**src/rtl/ex_hazard_ctrl_if.sv**
```systemverilog
// Hazard-controller port bundle: ID-stage decode info and EX zero flag in,
// PC/pipeline-register controls, forwarding selects and perf counters out.
interface ex_hazard_ctrl_if #(
    parameter int REG_ADDR_W = 5,
    parameter int CNT_W      = 32
);
    logic                  id_valid;
    logic [REG_ADDR_W-1:0] id_rs1_addr;
    logic [REG_ADDR_W-1:0] id_rs2_addr;
    logic                  id_rs1_used;
    logic                  id_rs2_used;
    logic [REG_ADDR_W-1:0] id_rd_addr;
    logic                  id_reg_write;
    logic                  id_mem_read;
    logic                  id_branch;
    logic                  id_jump;
    logic                  ex_zero;

    logic                  pc_write;
    logic                  if_id_write;
    logic                  if_id_flush;
    logic                  id_ex_flush;
    logic                  pc_src;
    logic [1:0]            fwd_a_sel;
    logic [1:0]            fwd_b_sel;
    logic [CNT_W-1:0]      stall_cnt;
    logic [CNT_W-1:0]      flush_cnt;

    modport master (
        output id_valid, id_rs1_addr, id_rs2_addr, id_rs1_used, id_rs2_used,
               id_rd_addr, id_reg_write, id_mem_read, id_branch, id_jump, ex_zero,
        input  pc_write, if_id_write, if_id_flush, id_ex_flush, pc_src,
               fwd_a_sel, fwd_b_sel, stall_cnt, flush_cnt
    );

    modport slave (
        input  id_valid, id_rs1_addr, id_rs2_addr, id_rs1_used, id_rs2_used,
               id_rd_addr, id_reg_write, id_mem_read, id_branch, id_jump, ex_zero,
        output pc_write, if_id_write, if_id_flush, id_ex_flush, pc_src,
               fwd_a_sel, fwd_b_sel, stall_cnt, flush_cnt
    );
endinterface

```
**src/rtl/ex_hazard_ctrl.sv**
```systemverilog
// Hazard/sequencing controller for the 5-stage pipeline with EX/MEM/WB shadow state.
// FORWARDING_EN: ALU forwarding + 1-cycle load-use stall; undefined: stall on any EX/MEM RAW.
module ex_hazard_ctrl #(
    parameter int REG_ADDR_W = 5,
    parameter int CNT_W      = 32
) (
    input logic             clk,
    input logic             rst,
    ex_hazard_ctrl_if.slave hz
);
    localparam int STAGES = 2;

    typedef struct packed {
        logic [REG_ADDR_W-1:0] rs1;
        logic [REG_ADDR_W-1:0] rs2;
        logic [REG_ADDR_W-1:0] rd;
        logic                  reg_write;
        logic                  mem_read;
        logic                  branch;
        logic                  jump;
    } ex_ent_t;

    typedef struct packed {
        logic [REG_ADDR_W-1:0] rd;
        logic                  reg_write;
        logic                  mem_read;
    } wr_ent_t;

    // vld_pipe[0] = EX, [1] = MEM, [2] = WB
    logic [STAGES:0]  vld_pipe;
    ex_ent_t          ex_q;
    wr_ent_t          mem_q;
    wr_ent_t          wb_q;
    logic [CNT_W-1:0] stall_q;
    logic [CNT_W-1:0] flush_q;
    logic             ex_wr;
    logic             mem_wr;
    logic             wb_wr;
    logic             ex_dep;
    logic             taken;
    logic             hazard;
    logic             stall;
    logic             bubble;

    always_ff @(posedge clk or negedge rst) begin
        if (!rst) begin
            vld_pipe <= '0;
            ex_q     <= '0;
            mem_q    <= '0;
            wb_q     <= '0;
        end else begin
            vld_pipe <= {vld_pipe[STAGES-1:0], hz.id_valid & ~bubble};
            if (bubble) begin
                ex_q <= '0;
            end else begin
                ex_q <= '{rs1: hz.id_rs1_addr, rs2: hz.id_rs2_addr, rd: hz.id_rd_addr,
                          reg_write: hz.id_reg_write, mem_read: hz.id_mem_read,
                          branch: hz.id_branch, jump: hz.id_jump};
            end
            mem_q <= '{rd: ex_q.rd, reg_write: ex_q.reg_write, mem_read: ex_q.mem_read};
            wb_q  <= mem_q;
        end
    end

    // x0 writes are architecturally dropped, so they never create a dependency
    assign ex_wr  = vld_pipe[0] & ex_q.reg_write  & (ex_q.rd  != '0);
    assign mem_wr = vld_pipe[1] & mem_q.reg_write & (mem_q.rd != '0);
    assign wb_wr  = vld_pipe[2] & wb_q.reg_write  & (wb_q.rd  != '0);

    assign ex_dep = (hz.id_rs1_used & (hz.id_rs1_addr == ex_q.rd)) |
                    (hz.id_rs2_used & (hz.id_rs2_addr == ex_q.rd));

    assign taken  = vld_pipe[0] & ((ex_q.branch & hz.ex_zero) | ex_q.jump);

`ifdef FORWARDING_EN
    function automatic logic [1:0] fwd_sel(input logic [REG_ADDR_W-1:0] rs,
                                           input logic                  mem_ok,
                                           input logic                  wb_ok,
                                           input logic [REG_ADDR_W-1:0] mem_rd,
                                           input logic [REG_ADDR_W-1:0] wb_rd);
        if (mem_ok && (mem_rd == rs))     fwd_sel = 2'b10;
        else if (wb_ok && (wb_rd == rs))  fwd_sel = 2'b01;
        else                              fwd_sel = 2'b00;
    endfunction

    logic mem_fwd_ok;
    logic unused;

    // A load's data is not ready in MEM; the load-use stall keeps this path dead
    assign mem_fwd_ok   = mem_wr & ~mem_q.mem_read;
    assign hazard       = hz.id_valid & ex_wr & ex_q.mem_read & ex_dep;
    assign hz.fwd_a_sel = fwd_sel(ex_q.rs1, mem_fwd_ok, wb_wr, mem_q.rd, wb_q.rd);
    assign hz.fwd_b_sel = fwd_sel(ex_q.rs2, mem_fwd_ok, wb_wr, mem_q.rd, wb_q.rd);
    assign unused       = wb_q.mem_read;
`else
    logic mem_dep;
    logic unused;

    assign mem_dep = (hz.id_rs1_used & (hz.id_rs1_addr == mem_q.rd)) |
                     (hz.id_rs2_used & (hz.id_rs2_addr == mem_q.rd));
    assign hazard       = hz.id_valid & ((ex_wr & ex_dep) | (mem_wr & mem_dep));
    assign hz.fwd_a_sel = 2'b00;
    assign hz.fwd_b_sel = 2'b00;
    assign unused       = ^{ex_q.rs1, ex_q.rs2, mem_q.mem_read, wb_q.mem_read, wb_wr};
`endif

    // Redirect squashes the ID instruction anyway, so it overrides any stall
    assign stall  = hazard & ~taken;
    assign bubble = taken | stall;

    assign hz.pc_write    = ~stall;
    assign hz.if_id_write = ~stall;
    assign hz.if_id_flush = taken;
    assign hz.id_ex_flush = bubble;
    assign hz.pc_src      = taken;

    always_ff @(posedge clk or negedge rst) begin
        if (!rst) begin
            stall_q <= '0;
            flush_q <= '0;
        end else begin
            if (stall && (stall_q != '1)) stall_q <= stall_q + CNT_W'(1);
            if (taken && (flush_q != '1)) flush_q <= flush_q + CNT_W'(1);
        end
    end

    assign hz.stall_cnt = stall_q;
    assign hz.flush_cnt = flush_q;
endmodule
```
**src/flat_wrapper.sv**
```systemverilog
// flat-port wrapper written by rule: the top's interface ports become plain ports
module ex_hazard_ctrl_flat 
#(
    parameter int REG_ADDR_W = 5,
    parameter int CNT_W      = 32
)
  (clk, rst, hz_id_valid, hz_id_rs1_addr, hz_id_rs2_addr, hz_id_rs1_used, hz_id_rs2_used, hz_id_rd_addr, hz_id_reg_write, hz_id_mem_read, hz_id_branch, hz_id_jump, hz_ex_zero, hz_pc_write, hz_if_id_write, hz_if_id_flush, hz_id_ex_flush, hz_pc_src, hz_fwd_a_sel, hz_fwd_b_sel, hz_stall_cnt, hz_flush_cnt);
  ex_hazard_ctrl_if #(.REG_ADDR_W(REG_ADDR_W), .CNT_W(CNT_W)) hz_i ();
  input logic clk;
  input logic rst;
  input wire logic [$bits(hz_i.id_valid)-1:0] hz_id_valid;
  input wire logic [$bits(hz_i.id_rs1_addr)-1:0] hz_id_rs1_addr;
  input wire logic [$bits(hz_i.id_rs2_addr)-1:0] hz_id_rs2_addr;
  input wire logic [$bits(hz_i.id_rs1_used)-1:0] hz_id_rs1_used;
  input wire logic [$bits(hz_i.id_rs2_used)-1:0] hz_id_rs2_used;
  input wire logic [$bits(hz_i.id_rd_addr)-1:0] hz_id_rd_addr;
  input wire logic [$bits(hz_i.id_reg_write)-1:0] hz_id_reg_write;
  input wire logic [$bits(hz_i.id_mem_read)-1:0] hz_id_mem_read;
  input wire logic [$bits(hz_i.id_branch)-1:0] hz_id_branch;
  input wire logic [$bits(hz_i.id_jump)-1:0] hz_id_jump;
  input wire logic [$bits(hz_i.ex_zero)-1:0] hz_ex_zero;
  output wire logic [$bits(hz_i.pc_write)-1:0] hz_pc_write;
  output wire logic [$bits(hz_i.if_id_write)-1:0] hz_if_id_write;
  output wire logic [$bits(hz_i.if_id_flush)-1:0] hz_if_id_flush;
  output wire logic [$bits(hz_i.id_ex_flush)-1:0] hz_id_ex_flush;
  output wire logic [$bits(hz_i.pc_src)-1:0] hz_pc_src;
  output wire logic [$bits(hz_i.fwd_a_sel)-1:0] hz_fwd_a_sel;
  output wire logic [$bits(hz_i.fwd_b_sel)-1:0] hz_fwd_b_sel;
  output wire logic [$bits(hz_i.stall_cnt)-1:0] hz_stall_cnt;
  output wire logic [$bits(hz_i.flush_cnt)-1:0] hz_flush_cnt;
  assign hz_i.id_valid = hz_id_valid;
  assign hz_i.id_rs1_addr = hz_id_rs1_addr;
  assign hz_i.id_rs2_addr = hz_id_rs2_addr;
  assign hz_i.id_rs1_used = hz_id_rs1_used;
  assign hz_i.id_rs2_used = hz_id_rs2_used;
  assign hz_i.id_rd_addr = hz_id_rd_addr;
  assign hz_i.id_reg_write = hz_id_reg_write;
  assign hz_i.id_mem_read = hz_id_mem_read;
  assign hz_i.id_branch = hz_id_branch;
  assign hz_i.id_jump = hz_id_jump;
  assign hz_i.ex_zero = hz_ex_zero;
  assign hz_pc_write = hz_i.pc_write;
  assign hz_if_id_write = hz_i.if_id_write;
  assign hz_if_id_flush = hz_i.if_id_flush;
  assign hz_id_ex_flush = hz_i.id_ex_flush;
  assign hz_pc_src = hz_i.pc_src;
  assign hz_fwd_a_sel = hz_i.fwd_a_sel;
  assign hz_fwd_b_sel = hz_i.fwd_b_sel;
  assign hz_stall_cnt = hz_i.stall_cnt;
  assign hz_flush_cnt = hz_i.flush_cnt;
  ex_hazard_ctrl #(.REG_ADDR_W(REG_ADDR_W), .CNT_W(CNT_W)) u_core (.clk(clk), .rst(rst), .hz(hz_i));
endmodule
```
**config.mk**
```make
export PLATFORM = sky130hd
export DESIGN_NAME = ex_hazard_ctrl_flat
export DESIGN_NICKNAME = d
export VERILOG_FILES = /design/src/rtl/ex_hazard_ctrl_if.sv /design/src/rtl/ex_hazard_ctrl.sv /design/src/flat_wrapper.sv
export SDC_FILE = /design/constraint.sdc
export NUM_CORES = 1
export LEC_CHECK = 0
export BUFFER_PORTS_ARGS = -buffer_cell sky130_fd_sc_hd__buf_2
export CELL_PAD_IN_SITES_DETAIL_PLACEMENT = 0
export CELL_PAD_IN_SITES_GLOBAL_PLACEMENT = 1
export CORE_UTILIZATION = 41
export DETAILED_ROUTE_END_ITERATION = 7
export HOLD_SLACK_MARGIN = 0.12
export PLACE_DENSITY = 0.89
export SLEW_MARGIN = 20
export SYNTH_ARGS = -nofsm -noshare
export SYNTH_HDL_FRONTEND = slang
export SYNTH_SLANG_ARGS = --single-unit
```
**constraint.sdc**
```tcl
create_clock -name clk -period 3.1 [get_ports clk]
set_clock_uncertainty 0.15 [all_clocks]
set_input_delay 0.62 -clock clk [delete_from_list [all_inputs] [get_ports clk]]
set_output_delay 0.62 -clock clk [all_outputs]
set_load 0.03 [all_outputs]
```
==> results.sh <==
export IMPL_core_um2=9196
export IMPL_drt_total_wl_um=7899
export IMPL_areaGrowthSynthToFinish_pct=20.73
export IMPL_crit_path_end_kind="primary output"
export IMPL_rows=35
export IMPL_grt_pass1_vias=2834
export IMPL_cts_tree="yes"
export IMPL_antenna_found_initial=0
export IMPL_dp_cells=550
export IMPL_max_slew_margin_rel=0.5205
export IMPL_hold_path_class="in2async"
export IMPL_grt_max_degree=81
export IMPL_finalCritPeriodShare=0.9489
export IMPL_gp_congestion=0.8173
export IMPL_clock_path_buffers=2
export IMPL_synth_warnings=0
export IMPL_synthAdderAreaFrac=0.006439
export IMPL_synth_xor_xnor_area_share=0.1825
export IMPL_final_max_slew_viol_count=0
export IMPL_grt_pass1_wl_um=13290
export IMPL_synth_edff_count=0
export IMPL_layout_setup_ws_ps=158.3
export IMPL_power_leakage_nw=2.252
export IMPL_die_area_um2=9872
export IMPL_grt_overflow_total=0
export IMPL_powerDensity_nw_per_um2=500.0
export IMPL_async_reset_ff_frac=1.000
export IMPL_port_buffer_count=92
export IMPL_finalCriticalPeriod_ps=2942
export IMPL_syn_inst=352
export IMPL_outcome="finished clean"
export IMPL_vdd_drop_max_v=0.0002556
export IMPL_grt_use_total=0.1676
export IMPL_yosys_area_top_type_share=0.5151
export IMPL_reg2regPathDepth=6
export IMPL_wl_per_cell_um=13.93
export IMPL_drt_iter0_markers=124
export IMPL_ys_seq_area_frac=0.5151
export IMPL_h_tree_depth=3
export IMPL_rr_endpoint="u_core.hz.stall_cnt[1]"
export IMPL_maxCapViolCount=0
export IMPL_rsz0062_at_grt="false"
export IMPL_ys_ff_latch=80
export IMPL_root_buffer="clkbuf_8"
export IMPL_syn_area_um2=3886
export IMPL_worstPathMaxFanout=6
export IMPL_finalSetupTns_ps=0
export IMPL_synth_compound_area_frac=0.03026
export IMPL_nets=478
export IMPL_worstSetupStartpoint="u_core.mem_q[3]"
export IMPL_fill_cells=851
export IMPL_dp_hpwl_um=5723
export IMPL_layout_drive_gt1_share=0.2741
export IMPL_die_x_um=99.36
export IMPL_cts_sinks=80
export IMPL_numCtsBuffers=9
export IMPL_drt_antenna_violating_nets=0
export IMPL_path_class="reg2out"
export IMPL_num_antenna_cells=0
export IMPL_finalHoldViolations=0
export IMPL_max_freq_mhz=339.9
export IMPL_yosys_area_share_simple=0.2302
export IMPL_dieHeight_um=99.36
export IMPL_initial_core_util=0.4226
export IMPL_yosysTopAreaCell="dfrtp_1"
export IMPL_synth_mux_area_frac=0.005795
export IMPL_instances_no_fill=567
export IMPL_synth_area_leaders="dfrtp_1, xnor2_1, nand4_1"
export IMPL_holdWs_ps=140.2
export IMPL_r2r_slack_ps=630
export IMPL_viasPerCell=5.164
export IMPL_drc=0
export IMPL_synth_top_family_by_area="simple AND/OR/NAND/NOR gates"
export IMPL_tightestPinTransition_ps=719.2
export IMPL_drtPass1Iterations=4
export IMPL_dp_slack_ps=387.8
export IMPL_fin_util=0.5102
export IMPL_io_pins=98
export IMPL_setup_viol=0
export IMPL_syn_avg_cell_area_um2=11.04
export IMPL_required_ps=2330
export IMPL_hold_buffers=0
export IMPL_yosysUniqueCellTypes=39
export IMPL_startpoint_type="flip-flop"
export IMPL_ys_flop_type="dfrtp_1"
export IMPL_worstSkewPairLatency_ps=330
export IMPL_vias=2928
export IMPL_r2r_start="u_core.mem_q[3]"
export IMPL_worstPathArrival_ps=2170
export IMPL_path_clk_slew_ps=80
-- worst max path at each step --
stage / endpoint / slack [ps] / cells after the start
final: hz_id_ex_flush / 160 / 6
after global routing: hz_id_ex_flush / 30 / 6
after CTS: hz_id_ex_flush / 60 / 6
after detailed placement: hz_id_ex_flush / 390 / 6
after global placement: hz_id_ex_flush / 400 / 6
after floorplan: hz_pc_write / 560 / 5
-- worst max-delay path, stage by stage (launching register included) --
cell     delay, ps
dfrtp_1        420
or3_1          390
o311a_1        310
a22o_1         290
a21oi_4        200
inv_1           50
buf_2          170
-- cells in the final DEF, fill, tap and decap left out, types with 2 or more instances in the layout --
| cell | count |
|---|---|
| a211o_1 | 2 |
| a21oi_1 | 3 |
| and2_1 | 14 |
| and3_1 | 15 |
| and4_1 | 5 |
| buf_2 | 91 |
| buf_4 | 6 |
| bufinv_16 | 2 |
| clkbuf_1 | 2 |
| clkbuf_8 | 12 |
| conb_1 | 4 |
| dfrtp_1 | 80 |
| ha_1 | 2 |
| inv_1 | 4 |
| mux2_2 | 2 |
| nand2_1 | 33 |
| nand2b_1 | 2 |
| nand3_1 | 18 |
| nand3_2 | 3 |
| nand4_1 | 37 |
| nand4_2 | 2 |
| nor2_1 | 9 |
| nor2b_1 | 3 |
| nor3_1 | 4 |
| nor4_1 | 2 |
| o22ai_1 | 2 |
| o311a_1 | 2 |
| or3_1 | 2 |
| xnor2_1 | 76 |
| xor2_1 | 5 |
-- where the power goes --
group	total (mW)	switching [mW]	internal (mW)
clock network	0.870	0.349	0.521
logic	0.311	0.193	0.118
registers	1.17	0.0653	1.10
total	2.35	0.607	1.74
-- repair_timing --
item | CTS | global route
endpoints found under the setup margin | 1 | 1
resized for setup | 1 | 0
pin swaps | 0 | 1
buffers inserted | 0 | 1
-- logic make-up after synthesis --
group | after synthesis
and+or+nand+nor | 154
xor gates and xnor gates | 81
DFF | 80
buffers and inverters | 17
AOI/OAI and AO/OA | 15
adders and majority gates | 2
muxes | 2
other | 1
-- metrics by stage --
| stage | total power [mW] | area, um^2 |
|---|---|---|
| 2_1_floorplan | 1.384 | 3897 |
| 3_3_place_gp | 1.484 | 4441 |
| 3_5_place_dp | 1.498 | 4441 |
| 4_1_cts | 2.379 | 4681 |
| 5_1_grt | 2.459 | 4692 |
| 6_report | 2.346 | 4692 |
-- synth_stat cells (2+ instances only) --
library cell  instances
a211o_1               2
a21oi_1               3
a21oi_2               2
and2_1               14
and3_1               15
and4_1                5
buf_2                 2
buf_4                 6
buf_6                 3
clkbuf_1              2
dfrtp_1              80
ha_1                  2
inv_1                 4
mux2_2                2
nand2_1              33
nand2b_1              2
nand3_1              18
nand3_2               3
nand4_1              37
nand4_2               2
nor2_1                9
nor2b_1               3
nor3_1                4
nor4_1                2
o22ai_1               2
o311a_1               2
or3_1                 2
xnor2_1              76
xor2_1                5
-- registers in the layout, summed over array words and instances (netlist names) --
name and flops:
u_core.mem_q 6, u_core.hz.flush_cnt 32, u_core.ex_q 8, u_core.hz.stall_cnt 32
u_core.vld_pipe 2
-- final cells by class --
cell class / instances / area, um^2 / share of cell area
Sequential cell: 80 / 2002 / 0.4267
Multi-Input combinational cell: 258 / 1792 / 0.3819
Timing Repair Buffer: 98 / 511.7 / 0.1091
Clock buffer: 14 / 172.7 / 0.03680
Tap cell: 111 / 138.9 / 0.02960
Clock inverter: 2 / 60.06 / 0.01280
Inverter: 4 / 15.01 / 0.003200
-- layer usage --
metal	vias up	GRT usage	wire length (um)	part of all wire
li1	1419	-	-	-
met1	1414	0.2245	3717	0.47
met2	80	0.2682	3631	0.46
met3	15	0.03443	401	0.051
met4	0	0.06448	148	0.019
met5	-	0	0	0
Note: power is estimated with default switching activity, not from simulation.
